===== config.mk =====
export PLATFORM = sky130hd
export DESIGN_NAME = pc_watch_dumper
export DESIGN_NICKNAME = d
export VERILOG_FILES = /design/src/rtl/dbg_pkg.sv /design/src/rtl/pc_watch_dumper_bp_match.sv /design/src/rtl/pc_watch_dumper.sv
export SDC_FILE = /design/constraint.sdc
export NUM_CORES = 1
export LEC_CHECK = 0
export BUFFER_PORTS_ARGS = -buffer_cell sky130_fd_sc_hd__buf_2
export CAP_MARGIN = 20
export CORE_AREA = 2 2 109 111
export DETAILED_ROUTE_END_ITERATION = 8
export DIE_AREA = 0 0 111 113
export PLACE_DENSITY = 0.81
export RECOVER_POWER = 25
export SYNTH_ARGS = -nofsm -noshare
export SYNTH_HDL_FRONTEND = slang
export SYNTH_SLANG_ARGS = --single-unit

===== constraint.sdc =====
create_clock -name clk -period 6.69 [get_ports clk]
set_clock_uncertainty 0.1 [all_clocks]
set_input_delay 1.6725 -clock clk [delete_from_list [all_inputs] [get_ports clk]]
set_output_delay 1.6725 -clock clk [all_outputs]
set_load 0.01 [all_outputs]

===== src/rtl/dbg_pkg.sv =====
// Shared types for the PC watch / register dump block.
package dbg_pkg;
  typedef enum logic [1:0] {IDLE, RUN, DUMP, DONE} state_t;

  localparam logic [1:0] CAUSE_NONE = 2'd0;
  localparam logic [1:0] CAUSE_BP   = 2'd1;
  localparam logic [1:0] CAUSE_TMO  = 2'd2;
endpackage


===== src/rtl/pc_watch_dumper_bp_match.sv =====
// Combinational breakpoint compare across all channels; lowest matching channel wins.
module bp_match #(
  parameter int NUM_BP = 4,
  parameter int ADDR_W = 32,
  parameter int HW     = (NUM_BP > 1) ? $clog2(NUM_BP) : 1
) (
  input  logic [ADDR_W-1:0]        pc_i,
  input  logic                     pc_valid_i,
  input  logic [NUM_BP*ADDR_W-1:0] bp_addr_i,
  input  logic [NUM_BP-1:0]        bp_en_i,
  output logic                     hit_o,
  output logic [HW-1:0]            hit_id_o
);
  logic [NUM_BP-1:0] match;

  for (genvar k = 0; k < NUM_BP; k++) begin : g_ch
    assign match[k] = pc_valid_i && bp_en_i[k] && (pc_i == bp_addr_i[k*ADDR_W +: ADDR_W]);
  end

  // Scan high to low so the lowest matching channel is the last to write.
  always_comb begin
    hit_o    = 1'b0;
    hit_id_o = '0;
    for (int k = NUM_BP - 1; k >= 0; k--) begin
      if (match[k]) begin
        hit_o    = 1'b1;
        hit_id_o = HW'(k);
      end
    end
  end
endmodule


===== src/rtl/pc_watch_dumper.sv =====
// Halts the core on a breakpoint or cycle timeout, then streams every
// architectural register out over a valid/ready port.
module pc_watch_dumper
  import dbg_pkg::*;
#(
  parameter int NUM_BP = 4,
  parameter int ADDR_W = 32,
  parameter int DATA_W = 32,
  parameter int NREG   = 32,
  parameter int CYC_W  = 16,
  parameter int IDX_W  = $clog2(NREG),
  parameter int HW     = (NUM_BP > 1) ? $clog2(NUM_BP) : 1
) (
  input  logic                     clk,
  input  logic                     rstn,
  input  logic                     arm_i,
  input  logic [ADDR_W-1:0]        pc_i,
  input  logic                     pc_valid_i,
  input  logic [NUM_BP*ADDR_W-1:0] bp_addr_i,
  input  logic [NUM_BP-1:0]        bp_en_i,
  input  logic [CYC_W-1:0]         cyc_limit_i,
  output logic                     halt_o,
  output logic [IDX_W-1:0]         reg_sel_o,
  input  logic [DATA_W-1:0]        reg_data_i,
  output logic                     dump_valid_o,
  input  logic                     dump_ready_i,
  output logic [IDX_W-1:0]         dump_idx_o,
  output logic [DATA_W-1:0]        dump_data_o,
  output logic                     done_o,
  output logic [1:0]               cause_o,
  output logic [HW-1:0]            hit_id_o,
  output logic [CYC_W-1:0]         cycle_cnt_o
);
  localparam logic [IDX_W-1:0] LAST_IDX = IDX_W'(NREG - 1);

  state_t            state_q, state_d;
  logic [CYC_W-1:0]  cnt_q, cnt_d;
  logic [1:0]        cause_q, cause_d;
  logic [HW-1:0]     hit_id_q, hit_id_d;
  logic [IDX_W-1:0]  idx_q, idx_d;
  logic [DATA_W-1:0] data_q, data_d;

  logic          bp_hit;
  logic [HW-1:0] bp_id;
  logic          tmo;

  bp_match #(.NUM_BP(NUM_BP), .ADDR_W(ADDR_W), .HW(HW)) u_bp_match (
    .pc_i       (pc_i),
    .pc_valid_i (pc_valid_i),
    .bp_addr_i  (bp_addr_i),
    .bp_en_i    (bp_en_i),
    .hit_o      (bp_hit),
    .hit_id_o   (bp_id)
  );

  // A saturated counter (all ones) can never equal limit-1, so no extra guard is needed.
  assign tmo = (cyc_limit_i != '0) && (cnt_q == cyc_limit_i - 1'b1);

  always_comb begin
    state_d  = state_q;
    cnt_d    = cnt_q;
    cause_d  = cause_q;
    hit_id_d = hit_id_q;
    idx_d    = idx_q;
    data_d   = data_q;
    case (state_q)
      IDLE, DONE: begin
        if (arm_i) begin
          state_d  = RUN;
          cnt_d    = '0;
          cause_d  = CAUSE_NONE;
          hit_id_d = '0;
        end
      end
      RUN: begin
        if (bp_hit || tmo) begin
          // Counter freezes at the value seen in the hit cycle; beat 0 loads now.
          state_d  = DUMP;
          cause_d  = bp_hit ? CAUSE_BP : CAUSE_TMO;
          hit_id_d = bp_hit ? bp_id : '0;
          idx_d    = '0;
          data_d   = '0;
        end else if (cnt_q != '1) begin
          cnt_d = cnt_q + 1'b1;
        end
      end
      DUMP: begin
        if (dump_ready_i) begin
          if (idx_q == LAST_IDX) begin
            state_d = DONE;
          end else begin
            idx_d  = idx_q + 1'b1;
            data_d = reg_data_i;
          end
        end
      end
      default: state_d = IDLE;
    endcase
  end

  always_ff @(posedge clk or negedge rstn) begin
    if (!rstn) begin
      state_q  <= IDLE;
      cnt_q    <= '0;
      cause_q  <= CAUSE_NONE;
      hit_id_q <= '0;
      idx_q    <= '0;
      data_q   <= '0;
    end else begin
      state_q  <= state_d;
      cnt_q    <= cnt_d;
      cause_q  <= cause_d;
      hit_id_q <= hit_id_d;
      idx_q    <= idx_d;
      data_q   <= data_d;
    end
  end

  assign halt_o       = (state_q == DUMP) || (state_q == DONE);
  assign done_o       = (state_q == DONE);
  assign dump_valid_o = (state_q == DUMP);
  assign reg_sel_o    = (state_q == DUMP) ? idx_q + 1'b1 : '0;
  assign dump_idx_o   = idx_q;
  assign dump_data_o  = data_q;
  assign cause_o      = cause_q;
  assign hit_id_o     = hit_id_q;
  assign cycle_cnt_o  = cnt_q;
endmodule


==> Word-level counts from Yosys, hierarchy flattened <==
Index checks and enable logic that the tools add are counted.
Widths: inputs -> output; s select.
{ "classes": {"addsub": 3, "n_eq_ne": 17, "n_mux": 33, "n_reduce_logical": 20} }
{ "op_table": {"columns": ["op", "count"], "rows": [
  ["$eq 32x32->1", 4],
  ["$mux 32", 3],
  ["$pmux 32 s2", 1],
  ["$mux 16", 3],
  ["$pmux 16 s2", 1],
  ["$mux 2", 13],
  ["$mux 5", 4],
  ["$add 16x1->16 const B", 1],
  ["$eq 16x16->1", 1],
  ["$ne 16x16->1 const B", 1],
  ["$reduce_bool 16->1", 1],
  ["$sub 16x1->16 const B", 1],
  ["$reduce_and 4->1", 3],
  ["$ne 2x2->1 const B", 5],
  ["$pmux 5 s2", 1],
  ["$logic_and 1x1->1", 9],
  ["$pmux 2 s2", 2],
  ["$pmux 2 s3", 1],
  ["$add 5x1->5 const B", 1],
  ["$eq 5x5->1 const B", 1],
  ["$eq 2x2->1 const B", 2],
  ["$mux 1", 4],
  ["$ne 2x1->1 const B", 2],
  ["$reduce_bool 2->1", 2],
  ["5 further kinds", 6]
]} }
{ "word_totals": {"register_bits": 59, "in_bits": 217, "out_inout_bits": 65, "word_cells": 79} }

==> Longest topological paths before layout <==
{ "depth": {"depth_word": 9, "ltp_mapped": 12, "mapped_depth_nobuf": 10} }

==> Modules after synthesis <==
Synthesis repeated with hierarchy kept, for this count alone.
{ "hier_totals": {"cells_unflattened": 565, "hier_area_um2": 5108.6} }
{ "by_module_without_submodules": {"columns": ["module", "instances", "cells_each", "area_each_um2", "seq_area_each_um2"], "rows": [
  ["pc_watch_dumper", 1, 382, 3632.2, 1476.4],
  ["bp_match", 1, 183, 1476.4, 0.0]
]} }

==> Worst setup path after synthesis <==
Ideal clock, no wire load.
{ "synth_path": {"path_kind": "input to register", "start": "input cyc_limit_i[0]", "end": "register idx_q[0], in the netlist dump_idx_o[0]", "setup_time_ns": 0.128, "arrival_time_ns": 4.177, "required_ns": 6.462, "setup_slack_ns": 2.286, "stages": 11, "n_path_buf": 1, "cell_sequence": "inv_1 > ha_1 > or4b_1 > nor4_1 > xnor2_1 > nand4_1 > a2111oi_2 > or3b_4 > a21oi_2 > buf_6 > mux2_1"} }
{ "synth_via": {"elab_chain_len": 6, "word_cells_on_any_way": 7, "cone_classes": "add/sub: 1; eq/ne: 2; reduce/logical: 4"} }
{ "synth_rtl": {"columns": ["element", "line", "source"], "rows": [
  ["from (decl)", "pc_watch_dumper.sv:21", "input logic [CYC_W-1:0] cyc_limit_i,"],
  ["$sub 16x1->16", "pc_watch_dumper.sv:57", "assign tmo = (cyc_limit_i != '0) && (cnt_q == cyc_limit_i - 1'b1);"],
  ["$eq 16x16->1", "pc_watch_dumper.sv:57", null],
  ["$logic_and 1x1->1 *", "pc_watch_dumper.sv:57", null],
  ["$logic_or 1x1->1 *", "pc_watch_dumper.sv:76", "if (bp_hit || tmo) begin"],
  ["$ne 2x2->1 (no source line) *", null, null],
  ["$reduce_and 4->1 (no source line) *", null, null],
  ["to (signal assigned)", "pc_watch_dumper.sv:114", "idx_q <= idx_d;"],
  ["to (decl)", "pc_watch_dumper.sv:40", "logic [IDX_W-1:0] idx_q, idx_d;"]
]} }
Every way passes the cells marked *; elsewhere a longest branch is shown, timed or not.
A chain may end at the register's enable or synchronous reset.

==> Worst setup path after layout <==
{ "layout_path": {"start": "input cyc_limit_i[0]", "end": "register data_q[1], in the netlist dump_data_o[1]"} }
{ "layout_via": {"elab_chain_len": 6, "word_cells_on_any_way": 7, "cone_classes": "add/sub: 1; eq/ne: 2; reduce/logical: 4"} }
{ "layout_rtl": {"columns": ["element", "line", "source"], "rows": [
  ["$sub 16x1->16", "pc_watch_dumper.sv:57", null],
  ["$eq 16x16->1", "pc_watch_dumper.sv:57", null],
  ["$logic_and 1x1->1 *", "pc_watch_dumper.sv:57", null],
  ["$logic_or 1x1->1 *", "pc_watch_dumper.sv:76", null],
  ["$ne 2x2->1 (no source line) *", null, null],
  ["$reduce_and 4->1 (no source line) *", null, null],
  ["to (signal assigned)", "pc_watch_dumper.sv:115", "data_q <= data_d;"],
  ["to (decl)", "pc_watch_dumper.sv:41", "logic [DATA_W-1:0] data_q, data_d;"]
]} }
Marks and branches as above.

==> flow_summary_export.csv <==
group,metric,value,unit
outcome,status,"finished with violations",
outcome,violations,"max-capacitance violations, max-slew violations",
finish,nets,1081,
detailed_routing,drc_errors,0,
global_route,antenna_found_initial,4,
synth,syn_area,5140,um^2
finish,final_common_cell,"buf_2",
global_route,grtUsageTotal,27.2,%
synth,syn_avg_cell_area,8.92,um^2
global_route,grt_overflow,0,
worst_hold_path,hp-class,"register to register",
critical_path,crit_slowest_cell,"a21oi_4",
timing,grt_setup_unrepaired,"no",
detailed_routing,first_pass_iters,4,
finish,syn2layout_area_growth,36.4,%
critical_path,crit_family,"simple AND/OR/NAND/NOR gates",
detailed_routing,num_vias,5365,
timing,fmaxAchievable,0.197,GHz
clock_network,clk_path_buf_depth,2,
finish,n_fill_cell,993,
placed_design,hpwl,14.7,mm
placed_design,dp_cells,988,
detailed_routing,wl_per_cell,17.5,um
timing,maxSlewViolCount,60,
flow_run,drv_cap,1,
detailed_routing,wl,17.7,mm
clock_network,cts_max_level,3,
synth,yosysSeqAreaShare,28.7,%
placed_design,detailedPlace.worstSlack,1.28,ns
critical_path,critPathMaxFanout,22,
power,ir_drop,0.000169,V
synth,synthMuxAreaShare,9.69,%
synth,async_reset_ff_share,100,%
critical_path,critPathLaunchType,"input pin",
floorplan,core,11300,um^2
global_route,first_global_vias,5064,
clock_network,cts_tree,"done",
clock_network,cts_hold_buf,0,
timing,setup_viol,0,
synth,synth_seq_cells,59,
clock_network,post_cts_buffers,0,
synth,synthAdderAreaFrac,1.95,%
placed_design,port_buffers,281,
synth,synthFlopType,"dfrtp_1",
timing,setup_ws,1.60,ns
clock_network,cts.clk_slew.worst_paths,0.06,ns
floorplan,rows,39,
detailed_routing,vias_per_cell,5.32,
floorplan,io_pins,282,
critical_path,cp-end-kind,"register",
floorplan,start_util,45.6,%
clock_network,post_cts_resized,0,
clock_network,cts.sinks,59,
detailed_routing,drtAntennaViolNets,0,
floorplan,die_area,12500,um^2
critical_path,crit_required,6.83,ns
detailed_routing,first_iter_violations,293,
placed_design,place.gp.congestion,0.915,
synth,synth_top_family_by_area,"XOR/XNOR gates",
finish,drive_gt1_share,36.1,%
critical_path,cp_data_arrival_time,5.22,ns
synth,synth_edf_count,0,
timing,finalSetupTns,0,ns
timing,hold_violations,0,
floorplan,die_x,111,um
synth,synth_cell_types,60,
synth,synth_simple_gate_area_share,21.8,%
critical_path,crit_chain,"buf_2 -> inv_1 -> ha_1 -> or4b_1 -> nor4_1 -> xnor2_1 -> nand4_1 -> a2111oi_2 -> or3b_4 -> a21oi_4 -> buf_12 -> mux2i_1",
timing,period_share,76.0,%
synth,synth_compound_area_share,7.43,%
floorplan,fp.dieH,113,um
synth,yosysWarningCount,0,
synth,synth-xor-area-share,25.1,%
critical_path,crit_buf_inv,3,
timing,final.min_clock_period,5.09,ns
synth,syn_inst,576,
critical_path,crit_path_max_incr_delay,0.77,ns
finish,final_cell_mix,"buf_2 (281), xor2_1 (118), nand2_1 (61), dfrtp_1 (59), inv_1 (45)",
timing,tightest_slew,3.14,ns
timing,slew_headroom,-109,%
clock_network,insertion_delay,0.32,ns
critical_path,crit_type,"input pin to register",
finish,instances_no_fill,1009,
placed_design,dpl_cell_area,6670,um^2
power,powerDensity,271,nW/um^2
power,p_leak,3.58,nW
clock_network,numCtsBuffers,9,
global_route,grt_pass1_wl,26.7,mm
finish,stdcell_area,7010,um^2
synth,synth_fp_nets,801,
global_route,grt_max_degree,60,
clock_network,cts_root_buf,"clkbuf_16",
[cell families after synthesis]
kind of cell	count (synthesis)
adders and majority gates	8
xor gates and xnor gates	147
AOI/OAI and AO/OA	48
and+or+nand+nor	204
DFF	59
muxes	49
buffers and inverters	61
[synthesized netlist by cell type (3+ instances only)]
cell      number  area [um^2]
and2_1        11         68.8
nor2b_1        5         31.3
nor3b_1        3         22.5
inv_1         45          169
nor3_1        10         50.1
a31o_1         4         35.0
nand2b_1       5         31.3
mux2_1         5         56.3
xnor2_1       29          254
nor4_1        33          206
a21oi_1       10         50.1
and3_1        11         68.8
ha_1           8          100
a31oi_1        3         18.8
nor2_1        15         56.3
clkbuf_1       9         33.8
a41o_1         3         30.0
nand3_1       14         70.1
nand2_1       61          229
dfrtp_1       59         1480
nand3b_1       4         30.0
xor2_1       118         1030
buf_8          3         45.0
and4_1         3         26.3
nand4_1       15         93.8
o31ai_1        3         22.5
mux2i_1       43          430
[per-stage QoR]
| step | util [%] | total power (W) | hold WS, ns |
|---|---|---|---|
| floorplan | - | 0.00109 | 0.429 |
| global placement | 59.1 | 0.00137 | 0.366 |
| detailed placement | 59.1 | 0.00139 | 0.378 |
| CTS | 62.1 | 0.00191 | 0.390 |
| global route | 62.2 | 0.00201 | 0.408 |
| finish | 62.2 | 0.00190 | 0.385 |
[worst reg2reg max path, stage by stage, from the launching register on]
cell and delay (ns):
dfrtp_1 0.47, or2_2 0.34, a221o_1 0.33, o311ai_1 0.08
nor2_1 0.11, a2111oi_2 0.36, or3b_4 0.52, a21oi_4 0.77
buf_12 0.26, mux2i_1 0.22
[per-layer routing]
metal	GRT usage, %	wire [um]	up-vias	share of wire, %
li1	-	-	2569	-
met1	30.8	6750	2542	38
met2	50.2	9290	220	52
met3	5.46	1110	34	6.2
met4	11.3	551	0	3.1
met5	0	0	-	0
[cell type report]
type	instances	area (um^2)	area share (%)
Timing Repair Buffer	284	1440	20.5
Antenna cell	5	12.5	0.179
Multi-Input combinational cell	456	3400	48.5
Inverter	46	173	2.46
Clock inverter	6	95.1	1.36
Tap cell	143	179	2.55
Clock buffer	10	239	3.41
Sequential cell	59	1480	21.1
[power breakdown]
| group | switching, W | total (W) | internal (W) |
|---|---|---|---|
| Sequential | 0.0000749 | 0.000524 | 0.000449 |
| Combinational | 0.000508 | 0.000869 | 0.000362 |
| Clock | 0.000169 | 0.000509 | 0.000340 |
| Total | 0.000752 | 0.00190 | 0.00115 |
[worst paths after layout]
kind,startpoint,to,slack (ns),depth (start not counted)
worst max-delay path,cyc_limit_i[0],dump_data_o[1],1.60,12
worst max register to register,cycle_cnt_o[7],dump_data_o[1],3.04,9
min in group asynchronous,rstn,dump_data_o[20],2.39,2
worst min-delay path,cause_o[1],cause_o[1],0.39,1
worst min register to register,cause_o[1],cause_o[1],0.39,1
max in group asynchronous,rstn,state_q[0],2.33,2
[state kept, by name, indices dropped and copies added (netlist names)]
| signal | flops |
|---|---|
| cycle_cnt_o | 16 |
| hit_id_o | 2 |
| dump_idx_o | 5 |
| dump_data_o | 32 |
| cause_o | 2 |
| state_q | 2 |
No activity file was read; power rests on OpenSTA's default activity.
